**src/rtl/inst_fetch_bridge_if.sv**
```systemverilog
// Fetch bridge bundle: core-side ROM port plus the req/ack port toward instruction memory.
// The bridge takes the slave view; whoever drives the core and memory sides takes the master view.
interface inst_fetch_bridge_if;
    logic        rom_ce_i;
    logic [31:0] rom_addr_i;
    logic [31:0] rom_data_o;
    logic        stallreq_from_if;
    logic        mem_req_o;
    logic [31:0] mem_addr_o;
    logic        mem_ack_i;
    logic [31:0] mem_rdata_i;
    logic        err_o;

    modport slave (
        input  rom_ce_i, rom_addr_i, mem_ack_i, mem_rdata_i,
        output rom_data_o, stallreq_from_if, mem_req_o, mem_addr_o, err_o
    );

    modport master (
        output rom_ce_i, rom_addr_i, mem_ack_i, mem_rdata_i,
        input  rom_data_o, stallreq_from_if, mem_req_o, mem_addr_o, err_o
    );
endinterface

```
**src/rtl/inst_fetch_bridge.sv**
```systemverilog
// One-entry instruction fetch buffer bridging the core's same-cycle ROM port to a
// variable-latency req/ack instruction memory, stalling the core until the word is present.
//
//   state | meaning
//   IDLE  | no request outstanding; a miss launches one
//   REQ   | request held on the memory port until ack or timeout
module inst_fetch_bridge #(
    parameter int CNT_W          = 8,
    parameter int TIMEOUT_CYCLES = 255
) (
    input  logic               clk,
    input  logic               rst,
    inst_fetch_bridge_if.slave bus
);

    localparam bit             TO_EN   = (TIMEOUT_CYCLES != 0);
    localparam logic [CNT_W-1:0] TO_LAST = CNT_W'((TIMEOUT_CYCLES == 0) ? 0 : TIMEOUT_CYCLES - 1);

    typedef enum logic {IDLE, REQ} state_t;

    state_t             state;
    logic               buf_valid;
    logic [29:0]        buf_tag;
    logic [31:0]        buf_data;
    logic [CNT_W-1:0]   wait_cnt;
    logic               mem_req;
    logic [31:0]        mem_addr;
    logic               err;
    logic               hit;
    logic               stall;

    assign hit   = bus.rom_ce_i & buf_valid & (buf_tag == bus.rom_addr_i[31:2]);
    assign stall = bus.rom_ce_i & ~hit;

    assign bus.rom_data_o       = hit ? buf_data : 32'h0;
    assign bus.stallreq_from_if = stall;
    assign bus.mem_req_o        = mem_req;
    assign bus.mem_addr_o       = mem_addr;
    assign bus.err_o            = err;

    always_ff @(posedge clk) begin
        if (rst) begin
            state     <= IDLE;
            buf_valid <= 1'b0;
            buf_tag   <= '0;
            buf_data  <= '0;
            mem_req   <= 1'b0;
            mem_addr  <= '0;
            wait_cnt  <= '0;
            err       <= 1'b0;
        end else begin
            case (state)
                IDLE: begin
                    if (stall) begin
                        state    <= REQ;
                        mem_req  <= 1'b1;
                        mem_addr <= {bus.rom_addr_i[31:2], 2'b00};
                        wait_cnt <= '0;
                    end
                end
                REQ: begin
                    // An ack in the timeout cycle still delivers real data.
                    if (bus.mem_ack_i) begin
                        buf_tag   <= mem_addr[31:2];
                        buf_data  <= bus.mem_rdata_i;
                        buf_valid <= 1'b1;
                        mem_req   <= 1'b0;
                        state     <= IDLE;
                    end else if (TO_EN && (wait_cnt == TO_LAST)) begin
                        buf_tag   <= mem_addr[31:2];
                        buf_data  <= 32'h0;
                        buf_valid <= 1'b1;
                        err       <= 1'b1;
                        mem_req   <= 1'b0;
                        state     <= IDLE;
                    end else if (wait_cnt != '1) begin
                        wait_cnt <= wait_cnt + 1'b1;
                    end
                end
                default: state <= IDLE;
            endcase
        end
    end

endmodule
```
**src/flat_wrapper.sv**
```systemverilog
// flat-port wrapper written by rule: the top's interface ports become plain ports
module inst_fetch_bridge_flat 
#(
    parameter int CNT_W          = 8,
    parameter int TIMEOUT_CYCLES = 255
)
  (clk, rst, bus_rom_ce_i, bus_rom_addr_i, bus_mem_ack_i, bus_mem_rdata_i, bus_rom_data_o, bus_stallreq_from_if, bus_mem_req_o, bus_mem_addr_o, bus_err_o);
  inst_fetch_bridge_if bus_i ();
  input  logic clk;
  input  logic rst;
  input wire logic [$bits(bus_i.rom_ce_i)-1:0] bus_rom_ce_i;
  input wire logic [$bits(bus_i.rom_addr_i)-1:0] bus_rom_addr_i;
  input wire logic [$bits(bus_i.mem_ack_i)-1:0] bus_mem_ack_i;
  input wire logic [$bits(bus_i.mem_rdata_i)-1:0] bus_mem_rdata_i;
  output wire logic [$bits(bus_i.rom_data_o)-1:0] bus_rom_data_o;
  output wire logic [$bits(bus_i.stallreq_from_if)-1:0] bus_stallreq_from_if;
  output wire logic [$bits(bus_i.mem_req_o)-1:0] bus_mem_req_o;
  output wire logic [$bits(bus_i.mem_addr_o)-1:0] bus_mem_addr_o;
  output wire logic [$bits(bus_i.err_o)-1:0] bus_err_o;
  assign bus_i.rom_ce_i = bus_rom_ce_i;
  assign bus_i.rom_addr_i = bus_rom_addr_i;
  assign bus_i.mem_ack_i = bus_mem_ack_i;
  assign bus_i.mem_rdata_i = bus_mem_rdata_i;
  assign bus_rom_data_o = bus_i.rom_data_o;
  assign bus_stallreq_from_if = bus_i.stallreq_from_if;
  assign bus_mem_req_o = bus_i.mem_req_o;
  assign bus_mem_addr_o = bus_i.mem_addr_o;
  assign bus_err_o = bus_i.err_o;
  inst_fetch_bridge #(.CNT_W(CNT_W), .TIMEOUT_CYCLES(TIMEOUT_CYCLES)) u_core (.clk(clk), .rst(rst), .bus(bus_i));
endmodule
```
**config.mk**
```make
export PLATFORM = sky130hd
export DESIGN_NAME = inst_fetch_bridge_flat
export DESIGN_NICKNAME = d
export VERILOG_FILES = /design/src/rtl/inst_fetch_bridge_if.sv /design/src/rtl/inst_fetch_bridge.sv /design/src/flat_wrapper.sv
export SDC_FILE = /design/constraint.sdc
export NUM_CORES = 1
export LEC_CHECK = 0
export ABC_AREA = 1
export CORE_MARGIN = 4
export CORE_UTILIZATION = 48
export DETAILED_ROUTE_END_ITERATION = 10
export PLACE_DENSITY = 0.8
export SKIP_LAST_GASP = 1
export SLEW_MARGIN = 20
export SYNTH_ARGS = -nofsm -noshare
export SYNTH_HDL_FRONTEND = slang
export SYNTH_SLANG_ARGS = --single-unit
```
**constraint.sdc**
```tcl
create_clock -name clk -period 2.2 [get_ports clk]
set_input_delay 0.44 -clock clk [delete_from_list [all_inputs] [get_ports clk]]
set_output_delay 0.44 -clock clk [all_outputs]
set_load 0.01 [all_outputs]
```
# Yosys cells after proc, flatten, opt, wreduce, memory -nomap -nowiden
# Cells that the tools add are included.
[totals] in_bits=68 output_inout_bits=67 word_cells=49 register_bits=104
[classes] eq_ne=8 muxes=20 add_sub_neg=1 n_bitwise=6 reduce_logical=6
[ops] operator="$mux W32" count=3
[ops] operator="$mux W30" count=2
[ops] operator="$mux W8" count=4
[ops] operator="$eq A30 B30 Y1" count=1
[ops] operator="$pmux W8 S2" count=1
[ops] operator="$add A8 B1 Y8 const B" count=1
[ops] operator="$eq A8 B8 Y1 const B" count=1
[ops] operator="$mux W1" count=8
[ops] operator="$ne A2 B2 Y1 const B" count=4
[ops] operator="$ne A8 B8 Y1 const B" count=1
[ops] operator="$reduce_and A2 Y1" count=3
[ops] operator="$pmux W1 S2" count=2
[ops] operator="$reduce_and A4 Y1" count=1
[ops] operator="$and A1 B1 Y1" count=3
[ops] operator="$ne A3 B3 Y1 const B" count=1
[ops] operator="$not A1 Y1" count=3
[ops] operator="$reduce_and A3 Y1" count=1
[ops] operator="$reduce_bool A2 Y1" count=1

# Logic depth before layout (Yosys ltp)
# Gate-level depths: netlist of the first run.
[logic_depth] word_depth=6 ltp_mapped=15 mapped_depth_nobuf=14

# Worst setup path after synthesis of the first run
# OpenSTA, ideal clock, no wires.
[synth_path] path_kind="in2out" from="input port bus_rom_ce_i" to="output port bus_rom_data_o[10]" path_buffers=1 required_ns=1.760 slack_ns=0.243 path_stages=9 t_arrival_ns=1.517 path_cell_list="nand2_1 inv_1 o21ai_0 nor3_1 nand2_1 nor3_1 nand4_1 clkbuf_1 nor2_1"
[synth_between] elab_chain_len=3
[synth_rtl] element="from (decl)" line="flat_wrapper.sv:11" source="input wire logic [$bits(bus_i.rom_ce_i)-1:0] bus_rom_ce_i;"
[synth_rtl] element="$and A1 B1 Y1 (2 in a row)" line="inst_fetch_bridge.sv:32" source="assign hit = bus.rom_ce_i & buf_valid & (buf_tag == bus.rom_addr_i[31:2]);"
[synth_rtl] element="$mux W32" line="inst_fetch_bridge.sv:35" source="assign bus.rom_data_o = hit ? buf_data : 32'h0;"
[synth_rtl] element="to (decl)" line="flat_wrapper.sv:15" source="output wire logic [$bits(bus_i.rom_data_o)-1:0] bus_rom_data_o;"
# Every way passes these cells.

# Worst setup path in the final report of the first run
[layout_path] from="input port bus_rom_addr_i[16]" to="output port bus_rom_data_o[19]"
[layout_between] elab_chain_len=3
[layout_rtl] element="from (decl)" line="flat_wrapper.sv:12" source="input wire logic [$bits(bus_i.rom_addr_i)-1:0] bus_rom_addr_i;"
[layout_rtl] element="$eq A30 B30 Y1" line="inst_fetch_bridge.sv:32"
[layout_rtl] element="$and A1 B1 Y1" line="inst_fetch_bridge.sv:32"
[layout_rtl] element="$mux W32" line="inst_fetch_bridge.sv:35"
# Every way passes these cells.

==> results.cfg, run 1 <==
[power_and_ir_drop]
p_clk_share_pct = 30.8
swShare_pct = 29.2
p_int_w = 0.00290
power_frac_comb_pct = 19.2
peakVddDrop_mv = 0.547
switchingPower_w = 0.00120
p_per_area_mw_per_mm2 = 574
p_seq_share_pct = 49.9
p_leak_nw = 3.04
fin_total_pwr_w = 0.00409

[logic_synthesis]
syn_area_per_cell_um2 = 6.85
synth_edf_count = 0
ys_ff_latch = 104
ys.flop_type = dfxtp_1
synth-seq-area-share_pct = 43.9
synth_top_area_share_pct = 43.9
async_flop_share_pct = 0
synth.distinct_cells = 32
yosysWarningCount = 0
syn_inst = 692
yosysTopAreaCell = dfxtp_1
synthTopCellsByArea = dfxtp_1 44%, nand2_1 11%, inv_1 10%, a21oi_1 7.9%, nor2_1 4.6%
synth_area_mm2 = 0.00474

[die]
io_pins = 135
start_util_pct = 49.0
dieArea_mm2 = 0.0115
core_area_mm2 = 0.00968
num_rows = 36
die_w_um = 107
die_h_um = 107

[clock_tree]
htreeDepth = 3
cts-root-buf = clkbuf_8
clockBufferDepth = 2
cts_tree = done
clk_pin_slew_ps = 100
cts_inserted_buffers = 9
clock_sinks = 104
hold_buffers = 0
clock_latency_ps = 380

[drt]
via_per_inst = 5.23
drtIter0Drc = 406
drt_wl_total_um = 15700
ant_nets = 0
vias = 5292
drtPass1Iterations = 5
wl_per_cell_um = 15.5
drc = 0

[job]
cap_viol_max_count = 0

[timing]
holdWs_ps = 464
skew_ps = 17.2
fmax_mhz = 392
slew_violations = 0
worst_pin_slew_ps = 607
finalSetupViolations = 33
setup_slack_ps = -351
hold_viol_final = 0
fin_crit_ps = 2550
period_share_pct = 116
grt_setup_unrepaired = true
relSlewSlack_pct = 59.5

[critical_path]
r2r_start = u_core.buf_tag[24]$_SDFFE_PP0P_
end_kind = output port
reg2reg_slack_ps = 160
crit_path_max_fanout = 8
required_ps = 1760
critical_path_class = in -> out
start_kind = input pin
cp.arrival_ps = 2110
r2r_end = u_core.bus.mem_addr_o[30]$_SDFFE_PP0P_
reg2reg_depth = 15

[grt]
antenna_found_initial = 1
grt_max_degree = 47
grt_pass1_wl_um = 23500
grt_usage_pct = 25.2
grt_overflow = 0
grt_pass1_vias = 5006

[worst_hold_path]
hold_depth = 2
worst_hold_path.endpoint = u_core.bus.mem_req_o$_SDFFE_PP0P_
holdCritPathClass = reg -> reg
hold_start = u_core.bus.mem_req_o$_SDFFE_PP0P_

[placed_design]
port_buffers = 130
gp_congestion = 0.954
pre_cts_slack_ps = -937
detailed_place_hpwl_um = 10100
dp_cells = 985

[cells_and_area]
fillCellCount = 701
fin_cells = 1012
finalNetCount = 943
area_growth_pct = 50.4
drive_gt1_share_pct = 22.2

[status]
violations = negative setup slack
status = finished with violations
[logic make-up (layout without fill, tap and decap cells)]
family          Yosys count  count (layout)  share of synthesized area [%]
simple gates            260             260                           23.1
buf+inv                 164             349                           13.7
compound gates          154             154                           17.4
flops                   104             104                           43.9
xor+xnor                  7               7                           1.29
fa+ha+maj                 2               2                          0.528
other cells               1               3                         0.0791
[per-stage QoR]
stage / setup TNS, ps / area (µm²) / util, %
final: -10600 / 7130 / 73.6
after CTS: -8260 / 6860 / 70.8
after global placement: -35960 / 6570 / 67.8
after detailed placement: -38210 / 6570 / 67.8
after floorplan: 0 / 4740 / -
after global routing: -12660 / 7130 / 73.6
[power groups by stage]
stage	Combinational (W)	Sequential [W]	Clock, W
floorplan	0.000337	0.00209	0
global placement	0.000719	0.00208	0
detailed placement	0.000735	0.00208	0
CTS	0.000752	0.00204	0.00125
global route	0.000857	0.00206	0.00134
finish	0.000787	0.00205	0.00126
[synthesized netlist by cell type (all sizes together), types with 2 or more instances]
master / instances
dfxtp: 104
ha: 2
nor2: 59
buf: 16
nand2: 137
xnor2: 6
nand4: 8
inv: 127
o21ai: 43
a21oi: 75
nor4: 2
or2: 3
nand3: 42
clkbuf: 20
nor3: 7
o22ai: 33
[state kept, by name (all words and copies together) (netlist names)]
register and flops:
u_core.buf_data 32, u_core.buf_tag 30, u_core.buf_valid 1, u_core.bus.err_o 1, u_core.bus.mem_addr_o 30, u_core.bus.mem_req_o 1, u_core.state 1, u_core.wait_cnt 8
[cells in the final DEF (no fill, tap or decap), types with 13 or more instances in the layout]
cell type | Yosys | final
dlygate4sd2_1 | 0 | 28
dfxtp_1 | 104 | 102
o21ai_0 | 43 | 41
buf_2 | 10 | 13
inv_1 | 127 | 125
nand2_1 | 135 | 124
o22ai_1 | 33 | 33
a21oi_1 | 75 | 74
nor2_4 | 0 | 20
nor2_2 | 1 | 14
buf_4 | 2 | 68
clkdlybuf4s50_1 | 0 | 67
nand3_1 | 41 | 40
nor2_1 | 58 | 25
buf_6 | 2 | 21
[how the worst max path moves through the flow]
| stage | endpoint | depth (start not counted) | start |
|---|---|---|---|
| finish | bus_rom_data_o[19] | 12 | bus_rom_addr_i[16] |
| CTS | bus_rom_data_o[28] | 11 | u_core.buf_tag[24]$_SDFFE_PP0P_ |
| detailed placement | bus_rom_data_o[2] | 11 | bus_rom_addr_i[16] |
| floorplan | bus_rom_data_o[10] | 9 | bus_rom_ce_i |
| global route | bus_rom_data_o[22] | 11 | u_core.buf_tag[24]$_SDFFE_PP0P_ |
| global placement | bus_rom_data_o[9] | 8 | bus_rom_addr_i[2] |
[cell type report]
class	count	area [µm²]	area share, %
Multi-Input combinational cell	425	2300	32.3
Sequential cell	104	2080	29.2
Timing Repair Buffer	205	1890	26.5
Inverter	128	480	6.74
Tap cell	133	166	2.33
Clock buffer	9	124	1.74
Clock inverter	7	80.1	1.12
Antenna cell	1	2.50	0.0351
[repair_timing]
action | 4_1_cts | 5_1_grt
endpoints found under the setup margin | 34 | 37
pin swaps | 21 | 8
buffers inserted | 6 | 1
cloned | 3 | 0
resized for setup | 214 | 60
endpoints found under the hold margin | 0 | 0
[worst max-delay path, cell delays in order]
cell and delay, ps:
clkdlybuf4s15_2 220, inv_1 80, nand2_2 70, o2111ai_2 140, nor3_2 240, nand2_1 110, nor3_2 130, nand4_1 110
buf_6 180, buf_12 160, nor2_4 110, buf_6 110
[metal layers]
metal	part of all wire (%)	track usage, %
met1	40	32.0
met2	49	41.6
met3	6.0	3.48
met4	4.9	13.0
met5	0	0
(Power assumes the default switching activity.)
==> inputs of run 2 (changes only) <==
clock period = 2.5 ns   (was 2.2 ns; I/O delays follow)
==> results.cfg, run 2 (synthesis results as in run 1) <==
[status]
status = finished with violations
violations = negative setup slack

[timing]
fin_crit_ps = 2510
finalSetupTns_ps = -51.7
period_share_pct = 101
finalSetupViolations = 7
worst_pin_slew_ps = 890
grt_setup_unrepaired = true
slew_violations = 0
skew_ps = 9.86
fmax_mhz = 398
setup_slack_ps = -14.0
relSlewSlack_pct = 40.2
hold_viol_final = 0

[grt]
grt_usage_pct = 24.7
grt_overflow = 0
grt_pass1_vias = 4872
antenna_found_initial = 2
grt_max_degree = 47
grt_pass1_wl_um = 23000

[die]
dieArea_mm2 = 0.0115
die_w_um = 107
start_util_pct = 49.0
io_pins = 135
die_h_um = 107
core_area_mm2 = 0.00968
num_rows = 36

[drt]
ant_nets = 0
drc = 0
drtPass1Iterations = 5
drt_wl_total_um = 14700
drtIter0Drc = 430
wl_per_cell_um = 14.9
wl_met1_um = 6090
wl_met3_um = 920
highest_layer = met5
vias = 5119
via_per_inst = 5.18
wl_met2_um = 7170

[critical_path]
startpoint = bus_rom_addr_i[2]
critical_path_class = in -> out
reg2reg_depth = 9
reg2reg_slack_ps = 380
crit_path_end = bus_rom_data_o[3]
cp.arrival_ps = 2010
required_ps = 2000
crit_path_max_fanout = 8
r2r_start = u_core.wait_cnt[0]$_SDFFE_PP0P_
end_kind = output port
start_kind = input pin
r2r_end = u_core.wait_cnt[6]$_SDFFE_PP0P_

[power_and_ir_drop]
peakVddDrop_mv = 0.259
p_leak_nw = 2.93
fin_total_pwr_w = 0.00348
p_per_area_mw_per_mm2 = 509

[cells_and_area]
finalNetCount = 920
area_growth_pct = 44.5
drive_gt1_share_pct = 21.3
seqCellArea_mm2 = 0.00209
final_cell_mix = 123 x nand2_1, 120 x inv_1, 96 x dfxtp_1, 74 x a21oi_1, 66 x clkdlybuf4s50_1
final_common_cell = nand2_1
fin_cells = 989
top_register = u_core.buf_data
multiInputGateArea_mm2 = 0.00228
fillCellCount = 750
largest_reg_flops = 32

[clock_tree]
hold_buffers = 0
cts_tree = done
clock_latency_ps = 380
htreeDepth = 3
clock_sinks = 104
clockBufferDepth = 2
clk_pin_slew_ps = 110
cts_inserted_buffers = 9
cts-root-buf = clkbuf_8

[worst_hold_path]
holdCritPathClass = in -> reg

[placed_design]
detailed_place_hpwl_um = 10200
gp_congestion = 0.947
dp_cells = 963
port_buffers = 130

[job]
cap_viol_max_count = 0
[run 2: per-layer routing]
layer / global-route usage (%) / vias up
met5: 0 / -
met4: 11.9 / 2
met3: 3.60 / 43
met2: 40.7 / 214
met1: 31.6 / 2347
li1: - / 2513
[run 2: per-stage QoR]
stage	cell area [µm²]	hold slack, ps	util (%)	setup slack, ps
2_1_floorplan	4740	440	-	423
3_3_place_gp	6380	436	65.9	-723
3_5_place_dp	6380	447	65.9	-811
4_1_cts	6570	453	67.8	-60.1
5_1_grt	6850	448	70.7	-114
6_report	6850	448	70.7	-14.0
[run 2: cell type report]
cell class                      count  share of cell area (%)
Clock buffer                        9                    1.81
Tap cell                          133                    2.43
Multi-Input combinational cell    425                    33.2
Inverter                          128                    7.01
Sequential cell                   104                    30.5
Antenna cell                        1                  0.0365
Clock inverter                      7                   0.932
Timing Repair Buffer              182                    24.0
[run 2: timing repair]
item	CTS	global route
cloned	2	1
endpoints found under the setup margin	33	33
gates resized for setup	202	76
pin swaps	19	11
buffers inserted	4	2
[run 2: critical path, cell delays in order]
cell and delay (ps):
dlygate4sd2_1 270, xnor2_2 200, nand3_1 160, nor4_2 160
nand4_1 150, buf_6 180, clkbuf_16 170, nor2_1 80
buf_2 130
[run 2: how the worst min path moves through the flow]
stage	from	endpoint	slack, ps	cells past startpoint
2_1_floorplan	u_core.buf_valid$_SDFFE_PP0P_	u_core.buf_valid$_SDFFE_PP0P_	440	2
3_3_place_gp	u_core.bus.mem_req_o$_SDFFE_PP0P_	u_core.bus.mem_req_o$_SDFFE_PP0P_	440	2
3_5_place_dp	u_core.bus.mem_req_o$_SDFFE_PP0P_	u_core.bus.mem_req_o$_SDFFE_PP0P_	450	2
4_1_cts	bus_rom_addr_i[16]	u_core.bus.mem_addr_o[16]$_SDFFE_PP0P_	450	3
5_1_grt	bus_rom_addr_i[12]	u_core.bus.mem_addr_o[12]$_SDFFE_PP0P_	450	3
6_report	bus_rom_addr_i[12]	u_core.bus.mem_addr_o[12]$_SDFFE_PP0P_	450	3
[run 2: power by group]
part           switching [W]  total (W)  internal [W]
combinational       0.000343   0.000645      0.000302
sequential         0.0000555    0.00180       0.00175
clock               0.000652    0.00104      0.000385
total                0.00105    0.00348       0.00243
